[src/rtl/l_output_port_ctrl_if.sv]
// Flit/handshake bundle between the four input buffers, the arbiter grants and the
// L output port controller. master = upstream/downstream environment, slave = controller.
interface l_output_port_ctrl_if #(
   parameter int unsigned DATA_W = 32
);
   logic              rrp_l_priority_n_i;
   logic              rrp_l_priority_s_i;
   logic              rrp_l_priority_w_i;
   logic              rrp_l_priority_e_i;
   logic              n_flit_valid_i;
   logic              s_flit_valid_i;
   logic              w_flit_valid_i;
   logic              e_flit_valid_i;
   logic              n_flit_tail_i;
   logic              s_flit_tail_i;
   logic              w_flit_tail_i;
   logic              e_flit_tail_i;
   logic [DATA_W-1:0] n_flit_data_i;
   logic [DATA_W-1:0] s_flit_data_i;
   logic [DATA_W-1:0] w_flit_data_i;
   logic [DATA_W-1:0] e_flit_data_i;
   logic              l_credit_return_i;
   logic              n_pop_o;
   logic              s_pop_o;
   logic              w_pop_o;
   logic              e_pop_o;
   logic              l_flit_valid_o;
   logic [DATA_W-1:0] l_flit_data_o;

   modport master (
      output rrp_l_priority_n_i, rrp_l_priority_s_i, rrp_l_priority_w_i, rrp_l_priority_e_i,
      output n_flit_valid_i, s_flit_valid_i, w_flit_valid_i, e_flit_valid_i,
      output n_flit_tail_i, s_flit_tail_i, w_flit_tail_i, e_flit_tail_i,
      output n_flit_data_i, s_flit_data_i, w_flit_data_i, e_flit_data_i,
      output l_credit_return_i,
      input  n_pop_o, s_pop_o, w_pop_o, e_pop_o,
      input  l_flit_valid_o, l_flit_data_o
   );

   modport slave (
      input  rrp_l_priority_n_i, rrp_l_priority_s_i, rrp_l_priority_w_i, rrp_l_priority_e_i,
      input  n_flit_valid_i, s_flit_valid_i, w_flit_valid_i, e_flit_valid_i,
      input  n_flit_tail_i, s_flit_tail_i, w_flit_tail_i, e_flit_tail_i,
      input  n_flit_data_i, s_flit_data_i, w_flit_data_i, e_flit_data_i,
      input  l_credit_return_i,
      output n_pop_o, s_pop_o, w_pop_o, e_pop_o,
      output l_flit_valid_o, l_flit_data_o
   );
endinterface

[src/rtl/l_output_port_ctrl.sv]
// L output-port controller: locks the L output to the granted input for a whole packet and
// forwards flits under credit flow control. Define L_OPC_WATCHDOG_EN for the stall watchdog.
module l_output_port_ctrl #(
   parameter int unsigned DATA_W      = 32,
   parameter int unsigned CREDIT_MAX  = 4,
   parameter int unsigned TIMEOUT_CYC = 255
) (
   input  logic                 clk,
   input  logic                 rst_n,
   l_output_port_ctrl_if.slave  bus,
   output logic [2:0]           l_cs_select_o,
   output logic                 rr_register_change_order_o,
   output logic                 credit_err_o,
   output logic                 timeout_err_o
);
   localparam int unsigned       CreditW    = $clog2(CREDIT_MAX + 1);
   localparam logic [CreditW-1:0] CreditFull = CreditW'(CREDIT_MAX);
   localparam logic [2:0]         SelIdle    = 3'd7;

   typedef enum logic {StIdle, StLocked} state_e;

   state_e              state_q, state_d;
   logic [2:0]          sel_q, sel_d;
   logic                co_q, co_d;
   logic                valid_q, valid_d;
   logic [DATA_W-1:0]   data_q, data_d;
   logic [CreditW-1:0]  credit_q, credit_d;
   logic                credit_err_q, credit_err_d;

   logic [3:0]          grant, in_valid, in_tail, pop;
   logic [DATA_W-1:0]   in_data [4];
   logic [1:0]          grant_idx;
   logic                sel_valid, sel_tail, xfer;
   logic [DATA_W-1:0]   sel_data;

   assign grant    = {bus.rrp_l_priority_e_i, bus.rrp_l_priority_w_i,
                      bus.rrp_l_priority_s_i, bus.rrp_l_priority_n_i};
   assign in_valid = {bus.e_flit_valid_i, bus.w_flit_valid_i,
                      bus.s_flit_valid_i, bus.n_flit_valid_i};
   assign in_tail  = {bus.e_flit_tail_i, bus.w_flit_tail_i,
                      bus.s_flit_tail_i, bus.n_flit_tail_i};
   assign in_data[0] = bus.n_flit_data_i;
   assign in_data[1] = bus.s_flit_data_i;
   assign in_data[2] = bus.w_flit_data_i;
   assign in_data[3] = bus.e_flit_data_i;

   // Lowest index wins on a multi-hot grant (N > S > W > E).
   always_comb begin
      grant_idx = 2'd0;
      for (int i = 3; i >= 0; i--) begin
         if (grant[i]) grant_idx = 2'(i);
      end
   end

   always_comb begin
      sel_valid = 1'b0;
      sel_tail  = 1'b0;
      sel_data  = '0;
      if (state_q == StLocked) begin
         sel_valid = in_valid[sel_q[1:0]];
         sel_tail  = in_tail[sel_q[1:0]];
         sel_data  = in_data[sel_q[1:0]];
      end
   end

   assign xfer = sel_valid && (credit_q != '0);
   assign pop  = xfer ? (4'b0001 << sel_q[1:0]) : 4'b0000;

`ifdef L_OPC_WATCHDOG_EN
   localparam int unsigned   WdW     = (TIMEOUT_CYC > 1) ? $clog2(TIMEOUT_CYC) : 1;
   localparam logic [WdW-1:0] WdLimit = WdW'(TIMEOUT_CYC - 1);

   logic [WdW-1:0] wd_q, wd_d;
   logic           timeout_err_q, timeout_err_d;
`endif

   always_comb begin
      state_d      = state_q;
      sel_d        = sel_q;
      co_d         = 1'b0;
      valid_d      = xfer;
      data_d       = xfer ? sel_data : data_q;
      credit_d     = credit_q;
      credit_err_d = credit_err_q;

      case (state_q)
         StIdle: begin
            // The pulse cycle is a bubble so the arbiter's rotated order is in place.
            if ((grant != 4'b0000) && !co_q) begin
               state_d = StLocked;
               sel_d   = {1'b0, grant_idx};
            end
         end
         StLocked: begin
            if (xfer && sel_tail) begin
               state_d = StIdle;
               sel_d   = SelIdle;
               co_d    = 1'b1;
            end
         end
         default: begin
            state_d = StIdle;
            sel_d   = SelIdle;
         end
      endcase

      if (xfer && !bus.l_credit_return_i) begin
         credit_d = credit_q - 1'b1;
      end else if (!xfer && bus.l_credit_return_i) begin
         if (credit_q == CreditFull) credit_err_d = 1'b1;
         else                        credit_d     = credit_q + 1'b1;
      end

`ifdef L_OPC_WATCHDOG_EN
      wd_d          = '0;
      timeout_err_d = timeout_err_q;
      if ((state_q == StLocked) && !xfer) begin
         if (wd_q == WdLimit) begin
            state_d       = StIdle;
            sel_d         = SelIdle;
            co_d          = 1'b1;
            timeout_err_d = 1'b1;
         end else begin
            wd_d = wd_q + 1'b1;
         end
      end
`endif
   end

   always_ff @(posedge clk or negedge rst_n) begin
      if (!rst_n) begin
         state_q       <= StIdle;
         sel_q         <= SelIdle;
         co_q          <= 1'b0;
         valid_q       <= 1'b0;
         data_q        <= '0;
         credit_q      <= CreditFull;
         credit_err_q  <= 1'b0;
`ifdef L_OPC_WATCHDOG_EN
         wd_q          <= '0;
         timeout_err_q <= 1'b0;
`endif
      end else begin
         state_q       <= state_d;
         sel_q         <= sel_d;
         co_q          <= co_d;
         valid_q       <= valid_d;
         data_q        <= data_d;
         credit_q      <= credit_d;
         credit_err_q  <= credit_err_d;
`ifdef L_OPC_WATCHDOG_EN
         wd_q          <= wd_d;
         timeout_err_q <= timeout_err_d;
`endif
      end
   end

   assign bus.n_pop_o                = pop[0];
   assign bus.s_pop_o                = pop[1];
   assign bus.w_pop_o                = pop[2];
   assign bus.e_pop_o                = pop[3];
   assign bus.l_flit_valid_o         = valid_q;
   assign bus.l_flit_data_o          = data_q;
   assign l_cs_select_o              = sel_q;
   assign rr_register_change_order_o = co_q;
   assign credit_err_o               = credit_err_q;
`ifdef L_OPC_WATCHDOG_EN
   assign timeout_err_o              = timeout_err_q;
`else
   assign timeout_err_o              = 1'b0;
`endif
endmodule
[src/flat_wrapper.sv]
// flat-port wrapper written by rule: the top's interface ports become plain ports
module l_output_port_ctrl_flat 
#(
   parameter int unsigned DATA_W      = 32,
   parameter int unsigned CREDIT_MAX  = 4,
   parameter int unsigned TIMEOUT_CYC = 255
)
  (clk, rst_n, l_cs_select_o, rr_register_change_order_o, credit_err_o, timeout_err_o, bus_rrp_l_priority_n_i, bus_rrp_l_priority_s_i, bus_rrp_l_priority_w_i, bus_rrp_l_priority_e_i, bus_n_flit_valid_i, bus_s_flit_valid_i, bus_w_flit_valid_i, bus_e_flit_valid_i, bus_n_flit_tail_i, bus_s_flit_tail_i, bus_w_flit_tail_i, bus_e_flit_tail_i, bus_n_flit_data_i, bus_s_flit_data_i, bus_w_flit_data_i, bus_e_flit_data_i, bus_l_credit_return_i, bus_n_pop_o, bus_s_pop_o, bus_w_pop_o, bus_e_pop_o, bus_l_flit_valid_o, bus_l_flit_data_o);
  l_output_port_ctrl_if #(.DATA_W(DATA_W)) bus_i ();
  input  logic clk;
  input  logic rst_n;
  output logic [2:0] l_cs_select_o;
  output logic rr_register_change_order_o;
  output logic credit_err_o;
  output logic timeout_err_o;
  input wire logic [$bits(bus_i.rrp_l_priority_n_i)-1:0] bus_rrp_l_priority_n_i;
  input wire logic [$bits(bus_i.rrp_l_priority_s_i)-1:0] bus_rrp_l_priority_s_i;
  input wire logic [$bits(bus_i.rrp_l_priority_w_i)-1:0] bus_rrp_l_priority_w_i;
  input wire logic [$bits(bus_i.rrp_l_priority_e_i)-1:0] bus_rrp_l_priority_e_i;
  input wire logic [$bits(bus_i.n_flit_valid_i)-1:0] bus_n_flit_valid_i;
  input wire logic [$bits(bus_i.s_flit_valid_i)-1:0] bus_s_flit_valid_i;
  input wire logic [$bits(bus_i.w_flit_valid_i)-1:0] bus_w_flit_valid_i;
  input wire logic [$bits(bus_i.e_flit_valid_i)-1:0] bus_e_flit_valid_i;
  input wire logic [$bits(bus_i.n_flit_tail_i)-1:0] bus_n_flit_tail_i;
  input wire logic [$bits(bus_i.s_flit_tail_i)-1:0] bus_s_flit_tail_i;
  input wire logic [$bits(bus_i.w_flit_tail_i)-1:0] bus_w_flit_tail_i;
  input wire logic [$bits(bus_i.e_flit_tail_i)-1:0] bus_e_flit_tail_i;
  input wire logic [$bits(bus_i.n_flit_data_i)-1:0] bus_n_flit_data_i;
  input wire logic [$bits(bus_i.s_flit_data_i)-1:0] bus_s_flit_data_i;
  input wire logic [$bits(bus_i.w_flit_data_i)-1:0] bus_w_flit_data_i;
  input wire logic [$bits(bus_i.e_flit_data_i)-1:0] bus_e_flit_data_i;
  input wire logic [$bits(bus_i.l_credit_return_i)-1:0] bus_l_credit_return_i;
  output wire logic [$bits(bus_i.n_pop_o)-1:0] bus_n_pop_o;
  output wire logic [$bits(bus_i.s_pop_o)-1:0] bus_s_pop_o;
  output wire logic [$bits(bus_i.w_pop_o)-1:0] bus_w_pop_o;
  output wire logic [$bits(bus_i.e_pop_o)-1:0] bus_e_pop_o;
  output wire logic [$bits(bus_i.l_flit_valid_o)-1:0] bus_l_flit_valid_o;
  output wire logic [$bits(bus_i.l_flit_data_o)-1:0] bus_l_flit_data_o;
  assign bus_i.rrp_l_priority_n_i = bus_rrp_l_priority_n_i;
  assign bus_i.rrp_l_priority_s_i = bus_rrp_l_priority_s_i;
  assign bus_i.rrp_l_priority_w_i = bus_rrp_l_priority_w_i;
  assign bus_i.rrp_l_priority_e_i = bus_rrp_l_priority_e_i;
  assign bus_i.n_flit_valid_i = bus_n_flit_valid_i;
  assign bus_i.s_flit_valid_i = bus_s_flit_valid_i;
  assign bus_i.w_flit_valid_i = bus_w_flit_valid_i;
  assign bus_i.e_flit_valid_i = bus_e_flit_valid_i;
  assign bus_i.n_flit_tail_i = bus_n_flit_tail_i;
  assign bus_i.s_flit_tail_i = bus_s_flit_tail_i;
  assign bus_i.w_flit_tail_i = bus_w_flit_tail_i;
  assign bus_i.e_flit_tail_i = bus_e_flit_tail_i;
  assign bus_i.n_flit_data_i = bus_n_flit_data_i;
  assign bus_i.s_flit_data_i = bus_s_flit_data_i;
  assign bus_i.w_flit_data_i = bus_w_flit_data_i;
  assign bus_i.e_flit_data_i = bus_e_flit_data_i;
  assign bus_i.l_credit_return_i = bus_l_credit_return_i;
  assign bus_n_pop_o = bus_i.n_pop_o;
  assign bus_s_pop_o = bus_i.s_pop_o;
  assign bus_w_pop_o = bus_i.w_pop_o;
  assign bus_e_pop_o = bus_i.e_pop_o;
  assign bus_l_flit_valid_o = bus_i.l_flit_valid_o;
  assign bus_l_flit_data_o = bus_i.l_flit_data_o;
  l_output_port_ctrl #(.DATA_W(DATA_W), .CREDIT_MAX(CREDIT_MAX), .TIMEOUT_CYC(TIMEOUT_CYC)) u_core (.clk(clk), .rst_n(rst_n), .bus(bus_i), .l_cs_select_o(l_cs_select_o), .rr_register_change_order_o(rr_register_change_order_o), .credit_err_o(credit_err_o), .timeout_err_o(timeout_err_o));
endmodule
[config.mk]
export PLATFORM = sky130hd
export DESIGN_NAME = l_output_port_ctrl_flat
export DESIGN_NICKNAME = d
export VERILOG_FILES = /design/src/rtl/l_output_port_ctrl_if.sv /design/src/rtl/l_output_port_ctrl.sv /design/src/flat_wrapper.sv
export SDC_FILE = /design/constraint.sdc
export NUM_CORES = 1
export LEC_CHECK = 0
export BUFFER_PORTS_ARGS = -buffer_cell sky130_fd_sc_hd__buf_4
export CAP_MARGIN = 10
export CORE_AREA = 3 3 85 87
export CTS_CLUSTER_DIAMETER = 120
export DETAILED_ROUTE_END_ITERATION = 10
export DIE_AREA = 0 0 88 90
export MAX_ROUTING_LAYER = met4
export PLACE_DENSITY_LB_ADDON = 0.15
export SLEW_MARGIN = 20
export SYNTH_ARGS = -nofsm -noshare
export SYNTH_HDL_FRONTEND = slang
export SYNTH_SLANG_ARGS = --single-unit
[constraint.sdc]
create_clock -name clk -period 3.05 [get_ports clk]
set_clock_uncertainty 0.15 [all_clocks]
set_input_delay 0.61 -clock clk [delete_from_list [all_inputs] [get_ports clk]]
set_output_delay 0.61 -clock clk [all_outputs]
set_load 0.02 [all_outputs]
After elaboration in Yosys (flattened, before gate mapping)
Cells that the tools add are included.
{ "word_totals": {"ff_bits": 42, "output_inout_bits": 43} }
{ "op_classes": {"addsub": 2, "magnitude_cmp": 2, "eq_ne": 4, "shifts": 1, "muxes": 26, "bitwise_logic": 3, "n_reduce_logical": 14} }
{ "op_table": {"columns": ["op", "n"], "rows": [
  ["32-bit two-way mux", 3],
  ["32-bit binary-select mux with 2-bit select", 1],
  ["3-bit two-way mux", 5],
  ["1-bit two-way mux", 8],
  ["2-bit two-way mux", 4],
  ["3-bit one-hot mux with 2 select lines", 1],
  ["1-bit logical AND", 5],
  ["1-bit binary-select mux with 2-bit select", 2],
  ["4-bit two-way mux", 1],
  ["2-bit by 1-bit != test with 1-bit output (second input constant)", 2],
  ["2-bit AND reduction", 2],
  ["4-bit nonzero test", 1],
  ["1-bit by 2-bit << shifter with 4-bit output (first input constant)", 1],
  ["3-bit by 1-bit adder with 3-bit output (second input constant)", 1],
  ["3-bit == test (second input constant)", 1],
  ["3-bit >= comparator (second input constant)", 1],
  ["1-bit zero test", 3],
  ["2-bit by 3-bit less-than comparator with 1-bit output (second input constant)", 1],
  ["2-bit inverter with 3-bit output", 1],
  ["3-bit AND reduction", 1],
  ["3-bit nonzero test", 1],
  ["3-bit by 1-bit subtractor with 3-bit output (second input constant)", 1],
  ["2-bit != test (second input constant)", 1],
  ["1-bit inverter", 2],
  ["2 further kinds", 2]
]} }

Depth between registers and ports, before layout
{ "depth": {"ltp_word": 8, "ltp_mapped": 11, "ltp_nobuf": 10} }

Least setup slack after synthesis
OpenSTA, ideal clock, no wires.
{ "synth_timing": {"path_kind": "register to register", "start": "register u_core.sel_q[0], in the netlist u_core.l_cs_select_o[0]", "end": "register u_core.credit_q[2]", "arrival_time_ns": 2.375, "path_slack_ns": 0.444, "path_stages_with_launch": 12, "period_less_slack_ns": 2.606, "path_cell_list": "dfstp_2 mux4_2 nand2_4 buf_12 inv_1 ha_1 inv_1 fa_1 nor2_1 nand2b_1 a21oi_1 a21oi_1"} }
{ "synth_between": {"elab_chain_len": 8, "word_cells_on_any_way": 11, "cone_classes": "eq/ne (1); mux (4); reduce/logical (6)"} }
{ "synth_rtl": {"columns": ["element", "line_no", "source"], "rows": [
  ["from (decl)", "l_output_port_ctrl.sv:23", "logic [2:0] sel_q, sel_d;"],
  ["from (signal assigned)", "l_output_port_ctrl.sv:133", "sel_q <= SelIdle;"],
  ["from (signal assigned)", "l_output_port_ctrl.sv:145", "sel_q <= sel_d;"],
  ["1-bit binary-select mux with 2-bit select (*)", "l_output_port_ctrl.sv:60", "sel_valid = in_valid[sel_q[1:0]];"],
  ["1-bit two-way mux (implied by the code) (*)", "l_output_port_ctrl.sv:60", null],
  ["1-bit two-way mux (*)", "l_output_port_ctrl.sv:59", "if (state_q == StLocked) begin"],
  ["1-bit logical AND (*)", "l_output_port_ctrl.sv:66", "assign xfer = sel_valid && (credit_q != '0);"],
  ["net u_core.valid_d", "l_output_port_ctrl.sv:25", "logic valid_q, valid_d;"],
  ["1-bit zero test", "l_output_port_ctrl.sv:109", "end else if (!xfer && bus.l_credit_return_i) begin"],
  ["1-bit logical AND", "l_output_port_ctrl.sv:109", null],
  ["2-bit nonzero test (no source line)", null, null],
  ["2-bit AND reduction (no source line)", null, null],
  ["to (signal assigned)", "l_output_port_ctrl.sv:137", "credit_q <= CreditFull;"],
  ["to (signal assigned)", "l_output_port_ctrl.sv:149", "credit_q <= credit_d;"],
  ["to (decl)", "l_output_port_ctrl.sv:27", "logic [CreditW-1:0] credit_q, credit_d;"]
]} }
Mark *: on every way through the listed nets, which the timed path passes. The rest lies on a longest branch. The select of a mux whose other input is x is not followed.
A chain may end at the register's enable or synchronous reset.

Final worst setup path
{ "layout_timing": {"start": "register u_core.sel_q[0], in the netlist u_core.l_cs_select_o[0]", "end": "output port bus_e_pop_o"} }
{ "layout_between": {"elab_chain_len": 5, "word_cells_on_any_way": 6, "cone_classes": "shift (1); mux (4); reduce/logical (1)"} }
{ "layout_rtl": {"columns": ["element", "line_no", "source"], "rows": [
  ["1-bit binary-select mux with 2-bit select", "l_output_port_ctrl.sv:60", null],
  ["1-bit two-way mux (implied by the code)", "l_output_port_ctrl.sv:60", null],
  ["1-bit two-way mux", "l_output_port_ctrl.sv:59", null],
  ["1-bit logical AND", "l_output_port_ctrl.sv:66", null],
  ["4-bit two-way mux (*)", "l_output_port_ctrl.sv:67", "assign pop = xfer ? (4'b0001 << sel_q[1:0]) : 4'b0000;"],
  ["to (decl)", "flat_wrapper.sv:36", "output wire logic [$bits(bus_i.e_pop_o)-1:0] bus_e_pop_o;"]
]} }
Mark *: on every way between the ends. The rest lies on a longest branch, timed or not. The select of a mux whose other input is x is not followed.

==> reports/qor.csv <==
metric,value,unit
grt_usage,0.183,
p_per_area,899,mW/mm^2
wl_met1,2790,um
ys_top_cells_by_area,"dfrtp_1 (35%), mux4_2 (22%), mux2_4 (15%)",
synthCells,166,
portBuffers,184,
dieArea,0.00792,sq mm
num_io_pins,186,
ys_top_cells_by_count,"dfrtp_1 (38), mux2_4 (28), mux4_2 (27), inv_1 (8), mux4_1 (7)",
num_rows,29,
synth.distinct_cells,33,
htree_levels,2,
clock_latency,290,ps
final_max_slew_viol_count,0,
viasPerCell,5.20,
yosysSeqAreaShare,0.383,
yosysTopAreaCell,dfrtp_1,
dp_cells,417,
slew_headroom,0.557,
cp.required,2290,ps
path_clk_slew,80,ps
drv_cap,0,
postCtsSetupRepairBufs,0,
met2_length,3860,um
fin_crit,2580,ps
place.gp.congestion,0.757,
start_kind,flop,
routed-via-count,2211,
final_core_util,0.652,
worstPathArrival,1820,ps
fin_setup_tns,0,ps
drcViolationCount,0,
hold_class,input pin to async pin,
yosysTopAreaCellShare,0.345,
fillerInstances,504,
worstSetupPathType,flop to output pin,
grt-ovfl-total,0,
start_util,0.429,
drt_wl_total,7350,um
cts_resized,0,
cts.sinks,42,
synth_ff_type,dfrtp_1,
vdd_ir_drop_max,0.442,mV
tightestPinTransition,665,ps
grt_pass1_vias,2350,
antenna_cells,0,
hold-worst-slack,148,ps
rsz0062_at_grt,no,
antenna_found_initial,0,
yosysWarningCount,0,
leakagePower,0.00211,uW
wl_per_cell,17.3,um
area_delta_synth_final,52.0,%
grt_max_degree,43,
cp_max_fo,39,
fin_crit_sh,0.846,
hold_viol,0,
syn_area,0.00276,sq mm
syn-num-nets,312,
avgSynthCellArea,16.6,sq um
synth.most_common_cell,dfrtp_1,
core,0.00642,sq mm
clockBufferDepth,2,
hpwl,5730,um
highest_layer,met4,
dpl_cell_area,0.00410,sq mm
holdBufCountCts,0,
numCtsBuffers,5,
grt_pass1_wl,11200,um
ant_nets,0,
final_cells,425,
synth-seq-cells,42,
end_kind,output pin,
cts_tree,yes,
drive_gt1_frac,0.739,
finalInstanceArea,0.00419,sq mm
r2r_cells,5,
setup_viol,0,
wl_met3,619,um
die_h,90,um
die_x,88,um
async_flop_share,1.00,
nNetsFinal,493,
clockRootBuffer,clkbuf_8,
outcome,"finished, final reports clean",
first_iter_violations,33,
max_freq,388,MHz
drtPass1Iterations,4,
synth_edf_count,0,
==> cells by family after synthesis <==
family / count (synthesis) / synth area share
AOI/OAI and AO/OA: 14 / 0.0341
adders and majority gates: 3 / 0.0163
buffers and inverters: 21 / 0.0659
DFF: 42 / 0.383
muxes: 66 / 0.456
other: 1 / 0.00136
and+or+nand+nor: 19 / 0.0427
==> critical path, stage by stage (launching register included) <==
cell and delay, ps:
dfstp_2 550, buf_4 550, and4_1 290, buf_4 140
==> cell type report <==
cell class / count / area (sq um) / share of cell area
Clock buffer: 7 / 76.3 / 0.0182
Clock inverter: 1 / 7.51 / 0.00179
Inverter: 8 / 30.0 / 0.00717
Multi-Input combinational cell: 103 / 1520 / 0.362
Sequential cell: 42 / 1060 / 0.252
Tap cell: 77 / 96.3 / 0.0230
Timing Repair Buffer: 187 / 1400 / 0.335
==> metal layers <==
| metal | vias to the layer above | global-route usage |
|---|---|---|
| met5 | - | - |
| met4 | 0 | 0.0460 |
| met3 | 8 | 0.0375 |
| met2 | 116 | 0.312 |
| met1 | 1066 | 0.221 |
| li1 | 1021 | - |
==> sequential cells by signal, summed over array words and instances, names as in the netlist <==
name                               count
u_core.rr_register_change_order_o      1
u_core.credit_err_o                    1
u_core.l_cs_select_o                   3
u_core.credit_q                        3
u_core.bus.l_flit_data_o              32
u_core.bus.l_flit_valid_o              1
u_core.state_q                         1
==> cells in the final DEF (no fill, tap or decap), types with 2 or more instances in the layout <==
cell	n
clkbuf_1	2
nor3_1	4
a21oi_1	4
a31oi_1	2
nor2_1	5
mux2_2	4
clkbuf_8	5
mux4_2	27
dfrtp_1	38
mux2_4	28
o21bai_1	3
buf_4	187
ha_1	2
mux4_1	7
and4b_1	2
dfstp_2	4
o21ai_0	2
inv_1	8
==> path summary, 6_finish.rpt <==
| path | start | end | slack, ps |
|---|---|---|---|
| worst max-delay path | u_core.l_cs_select_o[0] | bus_e_pop_o | 470 |
| worst min-delay path | rst_n | u_core.bus.l_flit_data_o[25] | 150 |
| worst max register to register | u_core.l_cs_select_o[0] | u_core.l_cs_select_o[0] | 620 |
| worst min register to register | u_core.l_cs_select_o[2] | u_core.l_cs_select_o[2] | 340 |
| max in group asynchronous | rst_n | u_core.l_cs_select_o[2] | 2230 |
| min in group clk | u_core.l_cs_select_o[2] | u_core.l_cs_select_o[2] | 340 |
==> per-stage QoR <==
step                      total power, uW  worst slack [ps]
after detailed placement             3470               517
after global routing                 4010               327
final                                3770               469
after CTS                            3820               412
after global placement               3400               567
after floorplan                      2770               444
==> power by group <==
part	switching, uW	leakage, uW	internal, uW
clock network	178	0.0000385	162
registers	188	0.000487	867
logic	1060	0.00158	1310
Power figures use the tool's default switching activity.
